===== src/rtl/load_store_unit.sv =====
// load_store_unit
// Sequential load/store front-end between the execute stage and a word-wide
// data_memory (combinational read, posedge full-word write). One request is
// handled at a time. Sub-word stores use read-modify-write because the memory
// only writes whole words. Loads are lane-selected and sign/zero-extended.
//
// Optional feature macro: MISALIGN_TRAP_EN
//   defined   : misaligned H/HU/W requests are rejected with resp_err
//   undefined : misaligned H/HU/W requests align down and proceed normally
//
// Ports:
//   clk, rst_n             clock, asynchronous active-low reset
//   req_valid/req_ready    request handshake (ready only in IDLE)
//   req_we                 1 = store, 0 = load
//   req_funct3             RV32I size code (B/H/W/BU/HU)
//   req_addr               byte address
//   req_wdata              right-aligned store data
//   resp_valid             one-cycle completion pulse
//   resp_rdata             extended load data (0 for stores and errors)
//   resp_err               request rejected, no memory write
//   mem_addr/mem_we/mem_wdata/mem_rdata   data_memory interface
module load_store_unit #(
    parameter int ADDR_W    = 32,
    parameter int MEM_BYTES = 1024
) (
    input  logic              clk,
    input  logic              rst_n,
    input  logic              req_valid,
    output logic              req_ready,
    input  logic              req_we,
    input  logic [2:0]        req_funct3,
    input  logic [ADDR_W-1:0] req_addr,
    input  logic [31:0]       req_wdata,
    output logic              resp_valid,
    output logic [31:0]       resp_rdata,
    output logic              resp_err,
    output logic [ADDR_W-1:0] mem_addr,
    output logic              mem_we,
    output logic [31:0]       mem_wdata,
    input  logic [31:0]       mem_rdata
);

    typedef enum logic [2:0] {IDLE, LOAD, RMW_RD, WRITE, RESP} state_t;

    state_t            state, state_nxt;
    logic [2:0]        funct3_q;
    logic [ADDR_W-1:0] addr_q;
    logic [31:0]       wdata_q;

    logic        accept;
    logic        illegal_f3;
    logic        out_of_range;
    logic        misaligned;
    logic        req_error;
    logic [31:0] load_data;
    logic [31:0] merged;
    logic [7:0]  lane_b;
    logic [15:0] lane_h;

    assign accept = req_valid && (state == IDLE);

    // Error decode works on the live request since it is only used at accept.
    assign illegal_f3   = (req_funct3 == 3'b011) || (req_funct3 == 3'b110) ||
                          (req_funct3 == 3'b111);
    assign out_of_range = (req_addr >= ADDR_W'(MEM_BYTES));
`ifdef MISALIGN_TRAP_EN
    assign misaligned = ((req_funct3[1:0] == 2'b01) && req_addr[0]) ||
                        ((req_funct3[1:0] == 2'b10) && (req_addr[1:0] != 2'b00));
`else
    assign misaligned = 1'b0;
`endif
    assign req_error = illegal_f3 || out_of_range || misaligned;

    // Outputs decoded from state only: mem_we drops the instant reset
    // forces IDLE, so a partially prepared word is never written.
    assign req_ready  = (state == IDLE);
    assign resp_valid = (state == RESP);
    assign mem_we     = (state == WRITE);
    assign mem_addr   = {addr_q[ADDR_W-1:2], 2'b00};

    // Load lane selection and extension from the latched size code.
    always_comb begin
        // NOTE: every always_comb output gets a default first so no latch is inferred.
        lane_b    = mem_rdata[7:0];
        lane_h    = addr_q[1] ? mem_rdata[31:16] : mem_rdata[15:0];
        load_data = mem_rdata;
        case (addr_q[1:0])
            2'd1:    lane_b = mem_rdata[15:8];
            2'd2:    lane_b = mem_rdata[23:16];
            2'd3:    lane_b = mem_rdata[31:24];
            default: lane_b = mem_rdata[7:0];
        endcase
        case (funct3_q)
            3'b000:  load_data = {{24{lane_b[7]}}, lane_b};
            3'b001:  load_data = {{16{lane_h[15]}}, lane_h};
            3'b100:  load_data = {24'd0, lane_b};
            3'b101:  load_data = {16'd0, lane_h};
            default: load_data = mem_rdata;
        endcase
    end

    // Sub-word store merge into the word currently held in memory.
    always_comb begin
        merged = mem_rdata;
        case (funct3_q[1:0])
            2'b00:   merged[{addr_q[1:0], 3'b000} +: 8] = wdata_q[7:0];
            2'b01:   merged[{addr_q[1], 4'b0000} +: 16] = wdata_q[15:0];
            default: merged = wdata_q;
        endcase
    end

    always_comb begin
        state_nxt = state;
        case (state)
            IDLE: begin
                if (accept) begin
                    if (req_error)                      state_nxt = RESP;
                    else if (!req_we)                   state_nxt = LOAD;
                    else if (req_funct3[1:0] == 2'b10)  state_nxt = WRITE;
                    else                                state_nxt = RMW_RD;
                end
            end
            LOAD:    state_nxt = RESP;
            RMW_RD:  state_nxt = WRITE;
            WRITE:   state_nxt = RESP;
            RESP:    state_nxt = IDLE;
            default: state_nxt = IDLE;
        endcase
    end

    always_ff @(posedge clk or negedge rst_n) begin
        if (!rst_n) begin
            state <= IDLE;
        end else begin
            // NOTE: sequential state uses non-blocking assignments so every register samples pre-edge values.
            state <= state_nxt;
        end
    end

    always_ff @(posedge clk or negedge rst_n) begin
        if (!rst_n) begin
            funct3_q   <= 3'd0;
            addr_q     <= '0;
            wdata_q    <= 32'd0;
            resp_rdata <= 32'd0;
            resp_err   <= 1'b0;
            mem_wdata  <= 32'd0;
        end else begin
            case (state)
                IDLE: begin
                    if (accept) begin
                        funct3_q <= req_funct3;
                        addr_q   <= req_addr;
                        wdata_q  <= req_wdata;
                        if (req_error) begin
                            resp_err   <= 1'b1;
                            resp_rdata <= 32'd0;
                        end else if (req_we && (req_funct3[1:0] == 2'b10)) begin
                            mem_wdata <= req_wdata;
                        end
                    end
                end
                LOAD: begin
                    resp_rdata <= load_data;
                    resp_err   <= 1'b0;
                end
                RMW_RD: mem_wdata <= merged;
                WRITE: begin
                    resp_rdata <= 32'd0;
                    resp_err   <= 1'b0;
                end
                default: ;
            endcase
        end
    end

endmodule


===== config.mk =====
export PLATFORM = sky130hd
export DESIGN_NAME = load_store_unit
export DESIGN_NICKNAME = d
export VERILOG_FILES = /design/src/rtl/load_store_unit.sv
export SDC_FILE = /design/constraint.sdc
export NUM_CORES = 1
export LEC_CHECK = 0
export CORE_MARGIN = 4
export CORE_UTILIZATION = 30
export CTS_BUF_LIST = sky130_fd_sc_hd__clkbuf_4 sky130_fd_sc_hd__clkbuf_8
export DETAILED_ROUTE_END_ITERATION = 12
export GPL_TIMING_DRIVEN = 0
export HOLD_SLACK_MARGIN = 0.05
export PLACE_DENSITY = 0.61
export SETUP_SLACK_MARGIN = 0.3
export SLEW_MARGIN = 30
export SYNTH_ARGS = -nofsm -noshare
export SYNTH_HDL_FRONTEND = slang
export SYNTH_SLANG_ARGS = --single-unit

===== constraint.sdc =====
create_clock -name clk -period 4.6 [get_ports clk]
set_input_delay 0.69 -clock clk [delete_from_list [all_inputs] [get_ports clk]]
set_output_delay 0.69 -clock clk [all_outputs]
set_load 0.02 [all_outputs]

==> impl_results.md <==
* Setup Slack @ Placement at 1183 ps
* Post-DRT Antenna Nets at 0
* Number of maximum-capacitance violations at 0
* Area occupied by registers at 0.003378 mm²
* Count of cells resized by post-cts repair at 0
* Number of flops mapped to enable cells by yosys at 0
* Number of pins with negative max-slew slack in the final report at 0
* Routed via count divided by cell count at 5.384
* Wire length reported by the detailed router at 27.29 mm
* Wire length per cell after detailed routing at 21.71 µm
* Register bit total from synthesis at 135
* Buffer levels on the longest clock path at 2
* Class of the tightest hold or removal check: in -> async
* Actual slew at the worst max-slew pin at 889.9 ps
* Area of the core region at 0.02439 mm²
* Average instance area after synthesis at 10.71 µm²
* Most used flip-flop cell after synthesis: dfrtp_1
* Kind of critical path: reg -> reg
* Tot GR Track Use at 19.29%
* Total grt overflow at 0
* Aggregate negative setup slack at 0 ps
* Dominant cell type by area after synthesis: dfrtp_1
* Final setup vio count at 0
* Filler Cell Count at 2370
* Starting DRC count in detailed routing at 483
* Ports placed on the boundary at 203
* Number of buffer cells added on primary ports at 200
* Fraction of registers with async set or reset after synthesis at 100.0%
* Required time reported for the critical path endpoint at 4920 ps
* Hold-fix buffer count after cts at 0
* Slew HR at 40.41%
* Number of nets in the layout at 1027
* Area share of the largest cell type after synthesis at 45.20%
* Share of final-layout standard cells stronger than drive strength 1 at 19.85%
* Die width at 165.8 µm
* Worst IR Drop VDD at 147.8 µV
* Fmax at 290.0 MHz
* Via count of the first global-routing pass at 6745
* Final Core Density at 42.35%
* Number of H-tree levels at 4
* Static Leakage at 0.004088 µW
* Number of remaining DRC errors at 0
* Netlist cell types at 62
* Total clock buffers created by CTS at 17
* Half-perimeter wire length of the detailed placement result at 20.91 mm
* Post-synthesis sequential area ratio at 45.20%
* Area growth syn-to-layout at 38.21%
* Element type at the critical path end: register
* Worst clock skew at 16.31 ps
* Final worst path period share at 74.96%
* Multi-input gate area in the final layout at 0.003349 mm²
* Largest net degree at the start of global routing at 70
* Clock tree root buffer cell: clkbuf_8
* Top cells by area in the synthesized netlist: dfrtp_1 45%, mux2_2 9.5%, a221o_1 5.1%, buf_4 3.7%, o32ai_1 2.8%
* Cell count after synthesis at 698
* Outcome: complete, no violations
* Initial Utilization at 30.64%
* CTS tree: done
* Synthesis Warnings at 0
* First-pass GRT wire length at 41.32 mm
* Launching element type of the critical path: register
* Clock-pin slew on the worst setup and hold paths at 80 ps
* CP arrival at 3770 ps
* 1st-pass router iterations at 5
* Placer congestion estimate at 0.9548
* Minimum period implied by the final worst setup slack at 3448 ps
* Leading cell type in the layout, fill and taps excluded: clkdlybuf4s50_1
* Post-route setup slack at 1152 ps
* Overall die height at 165.8 µm
* Pwr/cell area at 306.8 mW/mm²
* Clock insertion delay at the later pin of the skew report at 450 ps
* Total number of placement rows at 57
* Setup repair bufs after CTS at 0
* Post-Synthesis Cell Area at 0.007473 mm²
* Final total power at 3169 µW
* Antenna violations before repair at 1
* Number of sinks on the clock net at 135
* Maximum fanout count along the critical path at 10
* Top library cells by usage in the layout, fill and taps aside: 199 x clkdlybuf4s50_1, 135 x dfrtp_1, 63 x mux2_2, 50 x inv_1, 48 x nor2_1
* DIE AREA at 0.02750 mm²
* Vias post-DR at 6768
* Number of hold violations in the final report at 0
* RSZ-0062 raised after global routing: no
==> where the power goes <==
group / leakage (µW) / internal [µW] / switching, µW
combinational: 0.00219 / 393 / 404
clock: 0.000204 / 522 / 493
sequential: 0.00169 / 1270 / 83.6
==> routing by layer <==
metal  GRT usage [%]  wire length [µm]  vias to the layer above
met5               0                 0                        -
met4           6.743               701                        0
met3           4.904              2031                       45
met2           30.45             12830                      284
met1           25.82             11730                     3371
li1                -                 -                     3068
==> kinds of logic after synthesis <==
group                      synth area share [%]
other                                   0.05018
DFF                                       45.20
and+or+nand+nor                           11.30
muxes                                     9.627
adders and majority gates                0.8371
buffers and inverters                     10.13
AOI/OAI and AO/OA                         22.85
==> final timing paths <==
kind                                        to  depth (start not counted)      start  slack (ps)
worst max-delay path            resp_rdata[26]                         10  addr_q[1]        1150
min in group clk                     addr_q[4]                          1  addr_q[4]         510
worst max register to register  resp_rdata[26]                         10  addr_q[1]        1150
worst min-delay path                 addr_q[7]                          1      rst_n         180
worst min register to register       addr_q[4]                          1  addr_q[4]         510
max in group asynchronous       resp_rdata[14]                          2      rst_n        3670
==> worst max-delay path, cell delays in order (launching register included) <==
cell	delay (ps)
dfrtp_1	530
clkbuf_1	390
clkbuf_1	450
inv_1	180
ha_1	230
buf_6	140
a222oi_1	410
a211oi_2	250
o31ai_4	430
buf_6	200
o32ai_1	90
==> registers in the layout (all words and copies together), names as in the netlist <==
register / cells
addr_q: 32
funct3_q: 3
mem_wdata: 32
resp_err: 1
resp_rdata: 32
state: 3
wdata_q: 32
==> final cells by class <==
type / count / share of cell area (%)
clock inverters: 12 / 1.223
multi-input cells: 421 / 32.43
repair buffers: 201 / 19.70
diodes: 1 / 0.02423
plain buffers: 92 / 5.475
flip-flops and latches: 135 / 32.71
clock buffers: 20 / 2.665
inverters: 51 / 1.853
well taps: 324 / 3.925
==> stage by stage <==
| step | instance area, µm² | hold WS (ps) | instances |
|---|---|---|---|
| after CTS | 10330 | 185.2 | 1256 |
| after detailed placement | 9925 | 489.2 | 1224 |
| final | 10330 | 184.8 | 1257 |
| after global routing | 10330 | 181.4 | 1257 |
| after global placement | 9884 | 490.5 | 1223 |
| after floorplan | 7477 | 394.4 | 699 |
==> cells in the mapped netlist (all sizes together) (2+ instances only) <==
cell and instances:
o32ai 24, o211ai 10, a22oi 7, mux2 63, nand2b 20, inv 50
a32oi 7, nor3 5, a41oi 2, o221ai 14, nor2 48, o21ai 22
nand3b 2, clkbuf 23, nand2 13, o311ai 9, and4 2, and2 6
a221o 38, dfrtp 135, nand3 11, and3 2, a31oi 8, nor3b 3
buf 69, o21ba 8, o311a 17, nor2b 6, a222oi 8, o31ai 10
nand4 18, nor4b 2, nor4 5, ha 5, a21oi 10
Note: power is estimated with default switching activity, not from simulation.
==> edit, RTL diff (same flow settings) <==
The parameter `ADDR_W` goes from 32 to 64.
--- a/src/rtl/load_store_unit.sv
+++ b/src/rtl/load_store_unit.sv
@@ -20,7 +20,7 @@
 //   resp_err               request rejected, no memory write
 //   mem_addr/mem_we/mem_wdata/mem_rdata   data_memory interface
 module load_store_unit #(
-    parameter int ADDR_W    = 32,
+    parameter int ADDR_W    = 64,
     parameter int MEM_BYTES = 1024
 ) (
     input  logic              clk,
Interface: changed (resized mem_addr and req_addr); port bits go from 203 to 267. The function was not compared with the original's and may differ.
==> edit against the original RTL <==
- worst hold slack lost 0.13 ns
- sequential cell count grew 32
- sequential power up 24%
- synthesized area up 11%
- via count grew 18%
- global-route usage grew 0.97 points
- clock power up 9.8%
- wire length is 15% higher
- setup slack gained 0.65 ns
- final area increased by 14%
- power grew 16%
- critical endpoint is now resp_rdata[30]$_DFFE_PN0P_
- largest cell class unchanged
- highest routed layer is now met5
==> edit: results (changes against the original RTL) <==
outcome = completed
routability cong. = 0.927 (-2.9%)
CTS Buf Count = 17 (unchanged)
All-Layer GR Usage = 0.203 (+0.00969)
drt first-iter violations = 673 (+39%)
Reg with most FFs = addr_q
HPWL after detailed placement = 24,200 µm (+16%)
Critical Path Source = req_addr[35]
Peak VDD IR = 144 µV (-2.9%)
Net count, final = 1,352 (+32%)
FF-to-FF End = resp_rdata[30]$_DFFE_PN0P_
IO Port Bufs = 264 (+32%)
worst hold margin = 0.0578 ns (-0.127 ns)
Top Family by Delay on Critical Path = simple AND/OR/NAND/NOR gates
ANT cells = 0 (-1)
list of most frequent post-synthesis cells = nand2_1 (299), dfrtp_1 (167), buf_4 (69)
first-pass iteration count of the detailed router = 6 (+1)
CP peak stage delay = 0.60 ns (+0.07 ns)
DR vias/cell = 5.11 (-5.1%)
Critical Path AT = 3.22 ns (-0.55 ns)
clock root cell = clkbuf_8
initial antenna violation count = 1 (unchanged)
global-route wire length before repair = 47,900 µm (+16%)
total wire length = 31,400 µm (+15%)
clk_lat worst skew = 0.48 ns (+0.03 ns)
H-tree depth = 4 (unchanged)
Reg2Reg Depth = 9 (-1)
Post-Synth Adder-Cell Area = 0.00757 (-0.000802)
Post-Route Skew = 0.0249 ns (+0.00859 ns)
Tightest Pin Transition = 0.900 ns (+0.0102 ns)
Crit-path slowest cell = nor4_4
cts repair resizes = 0 (unchanged)
multiplexer area fraction after synthesis = 0 (-0.0963)
Yosys warnings = 0 (unchanged)
share of layout cells above drive strength 1 = 0.103 (-0.0956)
largest cells by area after synthesis = dfrtp_1 (51%), nand2_1 (14%), buf_4 (6.3%)
leakage power figure = 5.40 nW (+32%)
vias in the first global route = 7,952 (+18%)
area share of xor/xnor cells in the synthesized design = 0 (unchanged)
post-placement cell count = 1,534 (+25%)
post-synthesis compound-gate area fraction = 0.193 (-0.0352)
CTS max path bufs = 2 (unchanged)
Async S/R FF share, synth = 1.00 (unchanged)
post-synth cell types = 44 (-29%)
Crit. End Element = flip-flop
R2R Setup Slk = 1.80 ns (+0.65 ns)
syn avg cell area = 8.93 µm² (-17%)
worst-path fanout max = 10 (unchanged)
Reg clk slew, reported paths = 0.11 ns (+0.03 ns)
sequential fraction of the synthesis area = 0.506 (+0.0536)
largest net degree at the start of global routing = 80 (+14%)
wire length per cell = 20.0 µm (-7.7%)
-- edit: cell count changes in the layout (fill, tap and decap cells not counted), moves of 26 or more --
cell	unedited run	this run
a21oi_1	10	36
a31oi_1	7	33
buf_4	37	69
clkdlybuf4s50_1	199	263
dfrtp_1	135	167
inv_1	50	17
mux2_2	63	0
nand2_1	13	299
nor2_1	48	5
o21ai_0	21	50
-- edit: metrics by stage --
stage	instance area (µm²)	power [mW]	worst slack [ns]	setup TNS, ns
floorplan	8270	2.13	2.30	0
global placement	11300	2.57	-4.38	-727.59
detailed placement	11400	2.58	1.28	0
CTS	11800	3.72	1.78	0
global route	11800	3.86	1.67	0
finish	11800	3.69	1.80	0
-- edit: final cells by class --
cell class / count / area (µm²)
Inverter: 18 / 67.6
Clock buffer: 17 / 234
Clock inverter: 15 / 181
Sequential cell: 167 / 4180
Tap cell: 341 / 427
Buffer: 125 / 767
Timing Repair Buffer: 266 / 2700
Multi-Input combinational cell: 617 / 3260
Fill cell: 2709 / 15200
-- edit: metal layers --
| metal | global-route usage | part of all wire |
|---|---|---|
| met5 | 0 | 0.00035 |
| met4 | 0.0501 | 0.017 |
| met3 | 0.0720 | 0.098 |
| met2 | 0.327 | 0.46 |
| met1 | 0.261 | 0.42 |
-- edit: kinds of logic (layout without fill, tap and decap cells) --
| family | after synthesis | count (layout) |
|---|---|---|
| flip-flops | 167 | 167 |
| buffers and inverters | 143 | 441 |
| AND/OR/NAND/NOR | 378 | 378 |
| adder cells (fa/ha/maj) | 5 | 5 |
| other | 1 | 2 |
| AO/OA/AOI/OAI | 232 | 232 |
-- edit: where the power goes --
part           switching (mW)  internal (mW)
logic                   0.470          0.416
registers              0.0962           1.58
clock network           0.662          0.461
total                    1.23           2.46
